<file path="src/rtl/video_pkg.sv">
// rtl/video_pkg.sv - shared types and constants for the video post-processing path
package video_pkg;

    typedef enum logic {
        SEARCH = 1'b0,
        LOCKED = 1'b1
    } state_t;

    localparam logic SYNC_IDLE  = 1'b1;
    localparam logic BLANK_IDLE = 1'b0;

    localparam int DEF_LINE_WIDTH   = 640;
    localparam int DEF_FRAME_HEIGHT = 480;
    localparam int DEF_PIXEL_DEPTH  = 8;

endpackage

</file>
<file path="src/rtl/conv_border_mask_if.sv">
// rtl/conv_border_mask_if.sv - video stream bundle: active-low syncs, blank and RGB pixel
interface conv_border_mask_if
    import video_pkg::*;
#(
    parameter int PIXEL_DEPTH = DEF_PIXEL_DEPTH
);
    logic                   vs_n;
    logic                   hs_n;
    logic                   blank_n;
    logic [PIXEL_DEPTH-1:0] red;
    logic [PIXEL_DEPTH-1:0] green;
    logic [PIXEL_DEPTH-1:0] blue;

    modport master (
        output vs_n, hs_n, blank_n, red, green, blue
    );

    modport slave (
        input vs_n, hs_n, blank_n, red, green, blue
    );
endinterface

</file>
<file path="src/rtl/video_pos_counter.sv">
// rtl/video_pos_counter.sv - pixel column/row tracking from vs and blank edges
module video_pos_counter
    import video_pkg::*;
#(
    parameter  int LINE_WIDTH   = DEF_LINE_WIDTH,
    parameter  int FRAME_HEIGHT = DEF_FRAME_HEIGHT,
    localparam int CW           = $clog2(LINE_WIDTH + 1),
    localparam int RW           = $clog2(FRAME_HEIGHT + 1)
) (
    input  logic          clk,
    input  logic          rst_ni,
    input  logic          en_i,
    input  logic          vs_ni,
    input  logic          blank_ni,
    output logic [CW-1:0] col_o,
    output logic [RW-1:0] row_o,
    output logic          line_end_o,
    output logic          frame_start_o,
    output logic          len_err_o
);

    localparam logic [CW-1:0] COL_MAX = CW'(LINE_WIDTH);
    localparam logic [RW-1:0] ROW_MAX = RW'(FRAME_HEIGHT);

    logic          vs_q;
    logic          blank_q;
    logic [CW-1:0] col_q, col_d;
    logic [RW-1:0] row_q, row_d;

    assign line_end_o    = blank_q & ~blank_ni;
    assign frame_start_o = vs_q & ~vs_ni;
    // col_q still holds the visible-pixel count of the line that just ended
    assign len_err_o     = line_end_o & (col_q != COL_MAX);

    always_comb begin
        col_d = '0;
        if (blank_ni) begin
            col_d = (col_q == COL_MAX) ? col_q : col_q + 1'b1;
        end
        row_d = row_q;
        if (frame_start_o) begin
            row_d = '0;
        end else if (line_end_o && (row_q != ROW_MAX)) begin
            row_d = row_q + 1'b1;
        end
    end

    always_ff @(posedge clk or negedge rst_ni) begin
        if (!rst_ni) begin
            vs_q    <= SYNC_IDLE;
            blank_q <= BLANK_IDLE;
            col_q   <= '0;
            row_q   <= '0;
        end else if (en_i) begin
            vs_q    <= vs_ni;
            blank_q <= blank_ni;
            col_q   <= col_d;
            row_q   <= row_d;
        end
    end

    assign col_o = col_q;
    assign row_o = row_q;

endmodule

</file>
<file path="src/rtl/conv_border_mask.sv">
// rtl/conv_border_mask.sv - masks frame-edge pixels after the 3x3 convolution and monitors frame lock
module conv_border_mask
    import video_pkg::*;
#(
    parameter  int LINE_WIDTH   = DEF_LINE_WIDTH,
    parameter  int FRAME_HEIGHT = DEF_FRAME_HEIGHT,
    parameter  int PIXEL_DEPTH  = DEF_PIXEL_DEPTH,
    parameter  int BORDER       = 1,
    parameter  int BORDER_COLOR = 0,
    localparam int CW           = $clog2(LINE_WIDTH + 1),
    localparam int RW           = $clog2(FRAME_HEIGHT + 1)
) (
    input  logic               clk,
    input  logic               rst_ni,
    input  logic               en_i,
    conv_border_mask_if.slave  vid_i,
    conv_border_mask_if.master vid_o,
    output logic               frame_locked_o,
    output logic               line_err_o
);

    localparam logic [PIXEL_DEPTH-1:0] MASK_PIX = PIXEL_DEPTH'(BORDER_COLOR);

    logic [CW-1:0] col;
    logic [RW-1:0] row;
    logic          line_end;
    logic          frame_start;
    logic          len_err;

    state_t state_q, state_d;
    logic   line_err_q, line_err_d;
    logic   in_edge;

    logic                   vs_out_q, hs_out_q, blank_out_q;
    logic [PIXEL_DEPTH-1:0] r_q, g_q, b_q;
    logic [PIXEL_DEPTH-1:0] r_d, g_d, b_d;

    video_pos_counter #(
        .LINE_WIDTH  (LINE_WIDTH),
        .FRAME_HEIGHT(FRAME_HEIGHT)
    ) u_pos (
        .clk          (clk),
        .rst_ni       (rst_ni),
        .en_i         (en_i),
        .vs_ni        (vid_i.vs_n),
        .blank_ni     (vid_i.blank_n),
        .col_o        (col),
        .row_o        (row),
        .line_end_o   (line_end),
        .frame_start_o(frame_start),
        .len_err_o    (len_err)
    );

    // A length violation outranks a coincident frame start while locked
    always_comb begin
        state_d    = state_q;
        line_err_d = 1'b0;
        case (state_q)
            SEARCH: begin
                if (frame_start) state_d = LOCKED;
            end
            LOCKED: begin
                if (line_end && len_err) begin
                    state_d    = SEARCH;
                    line_err_d = 1'b1;
                end
            end
            default: state_d = SEARCH;
        endcase
    end

    always_comb begin
        in_edge = (BORDER > 0) &&
                  ((int'(col) < BORDER) || (int'(col) >= LINE_WIDTH - BORDER) ||
                   (int'(row) < BORDER) || (int'(row) >= FRAME_HEIGHT - BORDER));
        r_d = vid_i.red;
        g_d = vid_i.green;
        b_d = vid_i.blue;
        if (!vid_i.blank_n) begin
            r_d = '0;
            g_d = '0;
            b_d = '0;
        end else if ((state_q == SEARCH) || in_edge) begin
            r_d = MASK_PIX;
            g_d = MASK_PIX;
            b_d = MASK_PIX;
        end
    end

    always_ff @(posedge clk or negedge rst_ni) begin
        if (!rst_ni) begin
            state_q     <= SEARCH;
            line_err_q  <= 1'b0;
            vs_out_q    <= SYNC_IDLE;
            hs_out_q    <= SYNC_IDLE;
            blank_out_q <= BLANK_IDLE;
            r_q         <= '0;
            g_q         <= '0;
            b_q         <= '0;
        end else if (en_i) begin
            state_q     <= state_d;
            line_err_q  <= line_err_d;
            vs_out_q    <= vid_i.vs_n;
            hs_out_q    <= vid_i.hs_n;
            blank_out_q <= vid_i.blank_n;
            r_q         <= r_d;
            g_q         <= g_d;
            b_q         <= b_d;
        end
    end

    assign vid_o.vs_n      = vs_out_q;
    assign vid_o.hs_n      = hs_out_q;
    assign vid_o.blank_n   = blank_out_q;
    assign vid_o.red       = r_q;
    assign vid_o.green     = g_q;
    assign vid_o.blue      = b_q;
    assign frame_locked_o  = (state_q == LOCKED);
    assign line_err_o      = line_err_q;

endmodule

</file>
<file path="src/flat_wrapper.sv">
// flat-port wrapper written by rule: the top's interface ports become plain ports
module conv_border_mask_flat import video_pkg::*;
#(
    parameter  int LINE_WIDTH   = DEF_LINE_WIDTH,
    parameter  int FRAME_HEIGHT = DEF_FRAME_HEIGHT,
    parameter  int PIXEL_DEPTH  = DEF_PIXEL_DEPTH,
    parameter  int BORDER       = 1,
    parameter  int BORDER_COLOR = 0,
    localparam int CW           = $clog2(LINE_WIDTH + 1),
    localparam int RW           = $clog2(FRAME_HEIGHT + 1)
)
  (clk, rst_ni, en_i, frame_locked_o, line_err_o, vid_i_vs_n, vid_i_hs_n, vid_i_blank_n, vid_i_red, vid_i_green, vid_i_blue, vid_o_vs_n, vid_o_hs_n, vid_o_blank_n, vid_o_red, vid_o_green, vid_o_blue);
  conv_border_mask_if #(.PIXEL_DEPTH(PIXEL_DEPTH)) vid_i_i ();
  conv_border_mask_if #(.PIXEL_DEPTH(PIXEL_DEPTH)) vid_o_i ();
  input  logic clk;
  input  logic rst_ni;
  input  logic en_i;
  output logic frame_locked_o;
  output logic line_err_o;
  input wire logic [$bits(vid_i_i.vs_n)-1:0] vid_i_vs_n;
  input wire logic [$bits(vid_i_i.hs_n)-1:0] vid_i_hs_n;
  input wire logic [$bits(vid_i_i.blank_n)-1:0] vid_i_blank_n;
  input wire logic [$bits(vid_i_i.red)-1:0] vid_i_red;
  input wire logic [$bits(vid_i_i.green)-1:0] vid_i_green;
  input wire logic [$bits(vid_i_i.blue)-1:0] vid_i_blue;
  output wire logic [$bits(vid_o_i.vs_n)-1:0] vid_o_vs_n;
  output wire logic [$bits(vid_o_i.hs_n)-1:0] vid_o_hs_n;
  output wire logic [$bits(vid_o_i.blank_n)-1:0] vid_o_blank_n;
  output wire logic [$bits(vid_o_i.red)-1:0] vid_o_red;
  output wire logic [$bits(vid_o_i.green)-1:0] vid_o_green;
  output wire logic [$bits(vid_o_i.blue)-1:0] vid_o_blue;
  assign vid_i_i.vs_n = vid_i_vs_n;
  assign vid_i_i.hs_n = vid_i_hs_n;
  assign vid_i_i.blank_n = vid_i_blank_n;
  assign vid_i_i.red = vid_i_red;
  assign vid_i_i.green = vid_i_green;
  assign vid_i_i.blue = vid_i_blue;
  assign vid_o_vs_n = vid_o_i.vs_n;
  assign vid_o_hs_n = vid_o_i.hs_n;
  assign vid_o_blank_n = vid_o_i.blank_n;
  assign vid_o_red = vid_o_i.red;
  assign vid_o_green = vid_o_i.green;
  assign vid_o_blue = vid_o_i.blue;
  conv_border_mask #(.LINE_WIDTH(LINE_WIDTH), .FRAME_HEIGHT(FRAME_HEIGHT), .PIXEL_DEPTH(PIXEL_DEPTH), .BORDER(BORDER), .BORDER_COLOR(BORDER_COLOR)) u_core (.clk(clk), .rst_ni(rst_ni), .en_i(en_i), .vid_i(vid_i_i), .vid_o(vid_o_i), .frame_locked_o(frame_locked_o), .line_err_o(line_err_o));
endmodule
</file>
<file path="config.mk">
export PLATFORM = sky130hd
export DESIGN_NAME = conv_border_mask_flat
export DESIGN_NICKNAME = d
export VERILOG_FILES = /design/src/rtl/video_pkg.sv /design/src/rtl/conv_border_mask_if.sv /design/src/rtl/video_pos_counter.sv /design/src/rtl/conv_border_mask.sv /design/src/flat_wrapper.sv
export SDC_FILE = /design/constraint.sdc
export NUM_CORES = 1
export LEC_CHECK = 0
export CAP_MARGIN = 20
export CORE_ASPECT_RATIO = 1.5
export CORE_MARGIN = 5
export CORE_UTILIZATION = 47
export CTS_CLUSTER_DIAMETER = 60
export DETAILED_ROUTE_END_ITERATION = 7
export DONT_BUFFER_PORTS = 1
export GPL_ROUTABILITY_DRIVEN = 0
export HOLD_SLACK_MARGIN = 0.02
export RECOVER_POWER = 50
export SETUP_SLACK_MARGIN = 0.4
export SYNTH_ARGS = -nofsm -noshare
export SYNTH_HDL_FRONTEND = slang
export SYNTH_SLANG_ARGS = --single-unit
export TNS_END_PERCENT = 30
</file>
<file path="constraint.sdc">
create_clock -name clk -period 2.48 [get_ports clk]
set_input_delay 0.744 -clock clk [delete_from_list [all_inputs] [get_ports clk]]
set_output_delay 0.744 -clock clk [all_outputs]
set_load 0.005 [all_outputs]
</file>
==> results of run 1 <==
[power groups by stage]
stage	logic [mW]	registers (mW)	clock network [mW]
2_1_floorplan	0.149	0.907	0
3_3_place_gp	0.164	0.924	0
3_5_place_dp	0.169	0.926	0
4_1_cts	0.169	0.911	0.675
5_1_grt	0.200	0.918	0.718
6_report	0.177	0.908	0.661
[area by class of cell]
cell class	instances	area share [%]
timing repair buffer	6	1.92
tap	66	3.26
clock buffer	6	2.86
clock inverter	2	2.37
multi-input combinational	140	40.8
inverter	9	1.33
sequential	48	47.5
[logic make-up after synthesis]
group	count (synthesis)	share of synthesized area, %
buffers and inverters	19	3.72
adder cells (fa/ha/maj)	5	2.70
AND/OR/NAND/NOR	64	15.4
flip-flops	48	51.9
XOR/XNOR	2	0.756
AO/OA/AOI/OAI	64	23.2
multiplexers	5	2.27
[flip-flops by register name, summed over array words and instances, names as in the netlist]
signal,count
u_core.u_pos.row_o,9
u_core.u_pos.col_o,10
u_core.vid_o.hs_n,1
u_core.line_err_o,1
u_core.vid_o.vs_n,1
u_core.frame_locked_o,1
u_core.vid_o.red,8
u_core.vid_o.blue,8
u_core.vid_o.blank_n,1
u_core.vid_o.green,8
[through the flow]
stage | utilization [%] | hold slack [ps] | cell area [sq um] | cells | setup slack (ps)
final | 52.7 | 129 | 2530 | 277 | 500
after global routing | 52.7 | 105 | 2530 | 277 | 395
after CTS | 52.3 | 122 | 2520 | 275 | 409
after detailed placement | 49.6 | 450 | 2380 | 267 | 430
after global placement | 49.6 | 450 | 2380 | 267 | 502
after floorplan | - | 448 | 2320 | 207 | 574
[per-layer routing]
layer	track usage (%)	vias up	wire, um
met5	0	-	0
met1	21.1	863	1990
met2	28.2	69	2720
li1	-	803	-
met3	6.66	8	473
met4	6.60	0	85
[placed cells by master (no fill, tap or decap), types with 2 or more instances in the layout]
cell / Yosys / final
dfrtp_1: 46 / 46
bufinv_16: 0 / 2
nor3_1: 3 / 3
nand4_1: 2 / 2
dfstp_2: 2 / 2
and3_1: 2 / 2
o22ai_1: 2 / 2
nor2_1: 10 / 10
clkbuf_8: 0 / 5
a211o_1: 3 / 3
nor4_1: 5 / 5
nand3_1: 8 / 8
buf_4: 0 / 4
inv_1: 9 / 9
mux2i_1: 3 / 3
nand2_1: 18 / 18
a31oi_1: 2 / 2
mux2_1: 2 / 2
nand2b_1: 2 / 2
o31ai_1: 4 / 3
o21ai_0: 4 / 6
a21o_1: 3 / 3
nor3_4: 2 / 2
a32o_1: 24 / 24
or4_1: 2 / 2
a22o_1: 3 / 3
a21oi_1: 4 / 4
ha_1: 5 / 5
o21ai_1: 6 / 4
[worst min-delay path by stage]
stage	end	cells after the start	slack, ps
global placement	u_core.u_pos.row_o[8]$_DFFE_PN0P_	0	450
floorplan	u_core.frame_locked_o$_DFFE_PN0P_	0	450
CTS	u_core.u_pos.col_o[6]$_DFFE_PN0P_	0	120
global route	u_core.vid_o.green[7]$_DFFE_PN0P_	0	100
detailed placement	u_core.u_pos.row_o[2]$_DFFE_PN0P_	0	450
finish	u_core.u_pos.row_o[6]$_DFFE_PN0P_	0	130
[what timing repair did]
item / CTS / global route
buffers inserted: 0 / 2
setup endpoints to repair: 0 / 25
gates resized for setup: 0 / 1
hold endpoints to repair: 0 / 0
==> flow_summary.ini, run 1 <==
[global_routing]
grt_antenna_before_repair = 0
grt_overflow = 0
grt_pass1_vias = 1696
grt_pass1_wl_mm = 8.65
globalRouteTotalUtil_pct = 17.5
grt_max_degree = 49

[critical_path]
critPathMaxStageDelay_ps = 480
cp.depth = 7
critical_path_required_ps = 2670
worstPathMaxFanout = 24
worstSetupStartpointType = flip-flop
reg2reg_slack_ps = 500
cp-startpoint = u_core.u_pos.col_o[1]$_DFFE_PN0P_
worstRegToRegCells = 7
reg2reg_from = u_core.u_pos.col_o[1]$_DFFE_PN0P_
crit_path_top_delay_cell = or4b_1
endpoint = u_core.vid_o.blue[4]$_DFFE_PN0P_
path_cells = inv_1, ha_1, or4b_1, o31ai_4, a311oi_2, buf_6, a32o_1
path_class = reg -> reg
cp.buffers_inverters = 2
r2r_end = u_core.vid_o.blue[4]$_DFFE_PN0P_
cp.arrival_ps = 2170
critPathTopFamily = compound AO/OA/AOI/OAI gates
end_kind = flip-flop

[detailed_routing]
vias_per_cell = 6.29
post_drt_wl_per_cell_um = 19.0
initialDrtViolationCount = 123
wl_mm = 5.27
antenna_left = 0
drc_errors = 0
via_count = 1743
dr.pass1.iters = 4

[timing]
setup_viol = 0
skew_ps = 7.09
max_slew_margin_pct = 65.2
min_period_ps = 1980
min_period_over_period_pct = 79.8
setup_tns_ps = 0
max_freq_mhz = 505
worstMarginPinSlew_ps = 519
maxSlewViolCount = 0
rsz0062_at_grt = yes
final-hold-violation-count = 0

[floorplanning]
fp.dieW_um = 67.3
core_area_sq_um = 4810
die_h_um = 96.0
die-area_sq_um = 6470
rows = 31
io_pins = 59
initial_core_util_pct = 48.2

[power]
power_mw = 1.75
p_leak_nw = 1.09
pwr-share-clk_pct = 37.9
p_switching_uw = 411
switching_share_pct = 23.5
intPower_mw = 1.34
power_density_nw_per_um2 = 689
vdd_drop_max_v = 0.000383
p_comb_share_pct = 10.1
seqPwrFrac_pct = 52.0

[yosys]
async_flop_share_pct = 100
ys_ff_latch = 48
yosys_most_used_dff = dfrtp_1
synth_fp_nets = 242
yosysUniqueCellTypes = 49
syn_avg_cell_area_sq_um = 11.2
yosysTopAreaCellShare_pct = 49.6
synth_warnings = 0
yosysMostFrequentCell = dfrtp_1
yosysSeqAreaShare_pct = 51.9
synth_area_leader_cell = dfrtp_1
syn_inst = 207
synth_edf_count = 0
synth_area_sq_um = 2320
ys_top_cells_by_count = 46 x dfrtp_1, 24 x a32o_1, 18 x nand2_1
synth.area.top_cells = dfrtp_1 50%, a32o_1 10%, nand2_1 2.9%

[placement]
port_buffers = 0
dp_hpwl_mm = 3.67

[cts]
holdBufCountCts = 0
htreeDepth = 2
tritoncts = yes
cts_buffers = 5
cts_sinks = 48
cts_max_path_buffers = 2
insertion_delay_ps = 300
root_buffer = clkbuf_8
clk_pin_slew_ps = 90

[layout]
multi_input_comb_area_sq_um = 1030
fillers = 458
final_layout_size_suffix_gt1_share_pct = 10.4
diodes = 0
syn_to_final_growth_pct = 9.34
final_nets = 245
seqCellArea_sq_um = 1200

[worst_hold_path]
hold_path_class = in -> async

[run]
drv_cap = 0

[outcome]
run_status = finished, final reports clean
No activity file was read; power rests on OpenSTA's default activity.
==> run 2, diff against run 1 <==
- clock period: 2.48 -> 2 ns (I/O delays scaled with it)
==> flow_summary.ini, run 2 (same netlist as run 1, synthesis figures left out) <==
[floorplanning]
die-area_sq_um = 6470
core_area_sq_um = 4810
initial_core_util_pct = 48.2
fp.dieW_um = 67.3
io_pins = 59
die_h_um = 96.0
rows = 31

[detailed_routing]
vias_per_cell = 6.42
drc_errors = 0
via_count = 1966
post_drt_wl_per_cell_um = 21.0
wl_mm = 6.42
initialDrtViolationCount = 137
dr.pass1.iters = 4
antenna_left = 0

[timing]
skew_ps = 8.34
max_slew_margin_pct = 60.3
worst_slack_ps = -8.97
min_period_ps = 2010
maxSlewViolCount = 0
max_freq_mhz = 498
final-hold-violation-count = 46
min_period_over_period_pct = 100
worstMarginPinSlew_ps = 592
rsz0062_at_grt = yes
setup_viol = 5
holdWs_ps = -21.4

[cts]
htreeDepth = 2
root_buffer = clkbuf_8
cts_sinks = 48
tritoncts = yes
cts_buffers = 5
insertion_delay_ps = 300
clk_pin_slew_ps = 90
cts_max_path_buffers = 2

[placement]
placed_area_sq_um = 2540
port_buffers = 0
dp_hpwl_mm = 4.12
dpl.cell_count = 284

[power]
vdd_drop_max_v = 0.000589
power_density_nw_per_um2 = 804
p_leak_nw = 1.26

[layout]
fillers = 405
final_layout_size_suffix_gt1_share_pct = 26.7
multi_input_comb_area_sq_um = 1190
seqCellArea_sq_um = 1200
largest_reg_flops = 10
syn_to_final_growth_pct = 26.3
final_common_cell = dfrtp_1
utilization_pct = 60.9
finalInstanceArea_sq_um = 2930
final_cell_mix = 46 x dfrtp_1, 24 x a32o_1, 23 x buf_4
diodes = 0
final_nets = 274
stdcell_count = 306

[global_routing]
grt_overflow = 0
grt_antenna_before_repair = 0
globalRouteTotalUtil_pct = 21.5
grt_max_degree = 49
grt_pass1_vias = 2118
grt_pass1_wl_mm = 10.5

[run]
drv_cap = 0

[critical_path]
reg2reg_from = u_core.u_pos.col_o[1]$_DFFE_PN0P_
end_kind = flip-flop
path_class = reg -> reg
r2r_end = u_core.vid_o.green[6]$_DFFE_PN0P_
reg2reg_slack_ps = -9
critPathMaxStageDelay_ps = 470
cp.arrival_ps = 2200
worstSetupStartpointType = flip-flop
path_cells = inv_2, ha_4, or4b_4, o31ai_4, buf_6, a311oi_4, buf_4, a32o_1
worstPathMaxFanout = 3
crit_path_top_delay_cell = or4b_4
critical_path_required_ps = 2190
worstRegToRegCells = 8

[outcome]
run_status = finished with violations
violations = hold timing, setup timing

[worst_hold_path]
hold_path_class = in -> async
[run 2: where the power goes]
part / switching, mW / total, mW / internal (mW)
clock: 0.335 / 0.835 / 0.500
combinational: 0.204 / 0.411 / 0.207
sequential: 0.0646 / 1.11 / 1.05
[run 2: timing repair]
action                     4_1_cts  5_1_grt
setup endpoints to repair       34       41
setup buffers                    7        5
hold endpoints to repair        46       46
pin swaps                       16       37
resized for setup                9       21
gates cloned                     2        0
[run 2: through the flow]
stage          setup slack [ps]  power, mW  hold WS (ps)  setup TNS [ps]
2_1_floorplan               132       1.32           304               0
3_3_place_gp              -61.8       1.40           306           -1420
3_5_place_dp               -242       1.41           306           -5330
4_1_cts                    14.8       2.30         -25.0               0
5_1_grt                   -73.1       2.46         -33.8            -779
6_report                  -8.97       2.36         -21.4           -26.5
[run 2: cell type report]
| class | count | share of cell area (%) |
|---|---|---|
| multi-input combinational | 142 | 40.5 |
| tap | 66 | 2.82 |
| timing repair buffer | 33 | 9.78 |
| sequential | 48 | 41.1 |
| clock buffer | 6 | 2.48 |
| clock inverter | 2 | 2.05 |
| inverter | 9 | 1.24 |
[run 2: how the worst max path moves through the flow]
stage	start	to	slack, ps	cells past startpoint
5_1_grt	u_core.u_pos.col_o[1]$_DFFE_PN0P_	u_core.u_pos.col_o[1]$_DFFE_PN0P_	-70	10
3_5_place_dp	u_core.u_pos.row_o[0]$_DFFE_PN0P_	u_core.vid_o.red[3]$_DFFE_PN0P_	-240	5
4_1_cts	u_core.u_pos.col_o[0]$_DFFE_PN0P_	u_core.vid_o.blue[7]$_DFFE_PN0P_	10	7
2_1_floorplan	u_core.u_pos.col_o[0]$_DFFE_PN0P_	u_core.vid_o.blue[0]$_DFFE_PN0P_	130	7
6_report	u_core.u_pos.col_o[1]$_DFFE_PN0P_	u_core.vid_o.green[6]$_DFFE_PN0P_	-9	8
3_3_place_gp	u_core.u_pos.row_o[0]$_DFFE_PN0P_	u_core.vid_o.red[6]$_DFFE_PN0P_	-60	5
[run 2: per-layer routing]
metal  vias up  GRT usage (%)  routed length (um)
met5         -              0                   0
met4         0           7.78                 128
met3        16           7.13                 495
met2        86           37.2                3450
met1       992           24.2                2340
li1        872              -                   -
[run 2: critical path: cells and delay by family, from the launching register on]
kind	cells	cell delay, ps
buffers and inverters	3	450
AOI/OAI and AO/OA	3	450
adders and majority gates	1	130
DFF	1	410
and+or+nand+nor	1	470
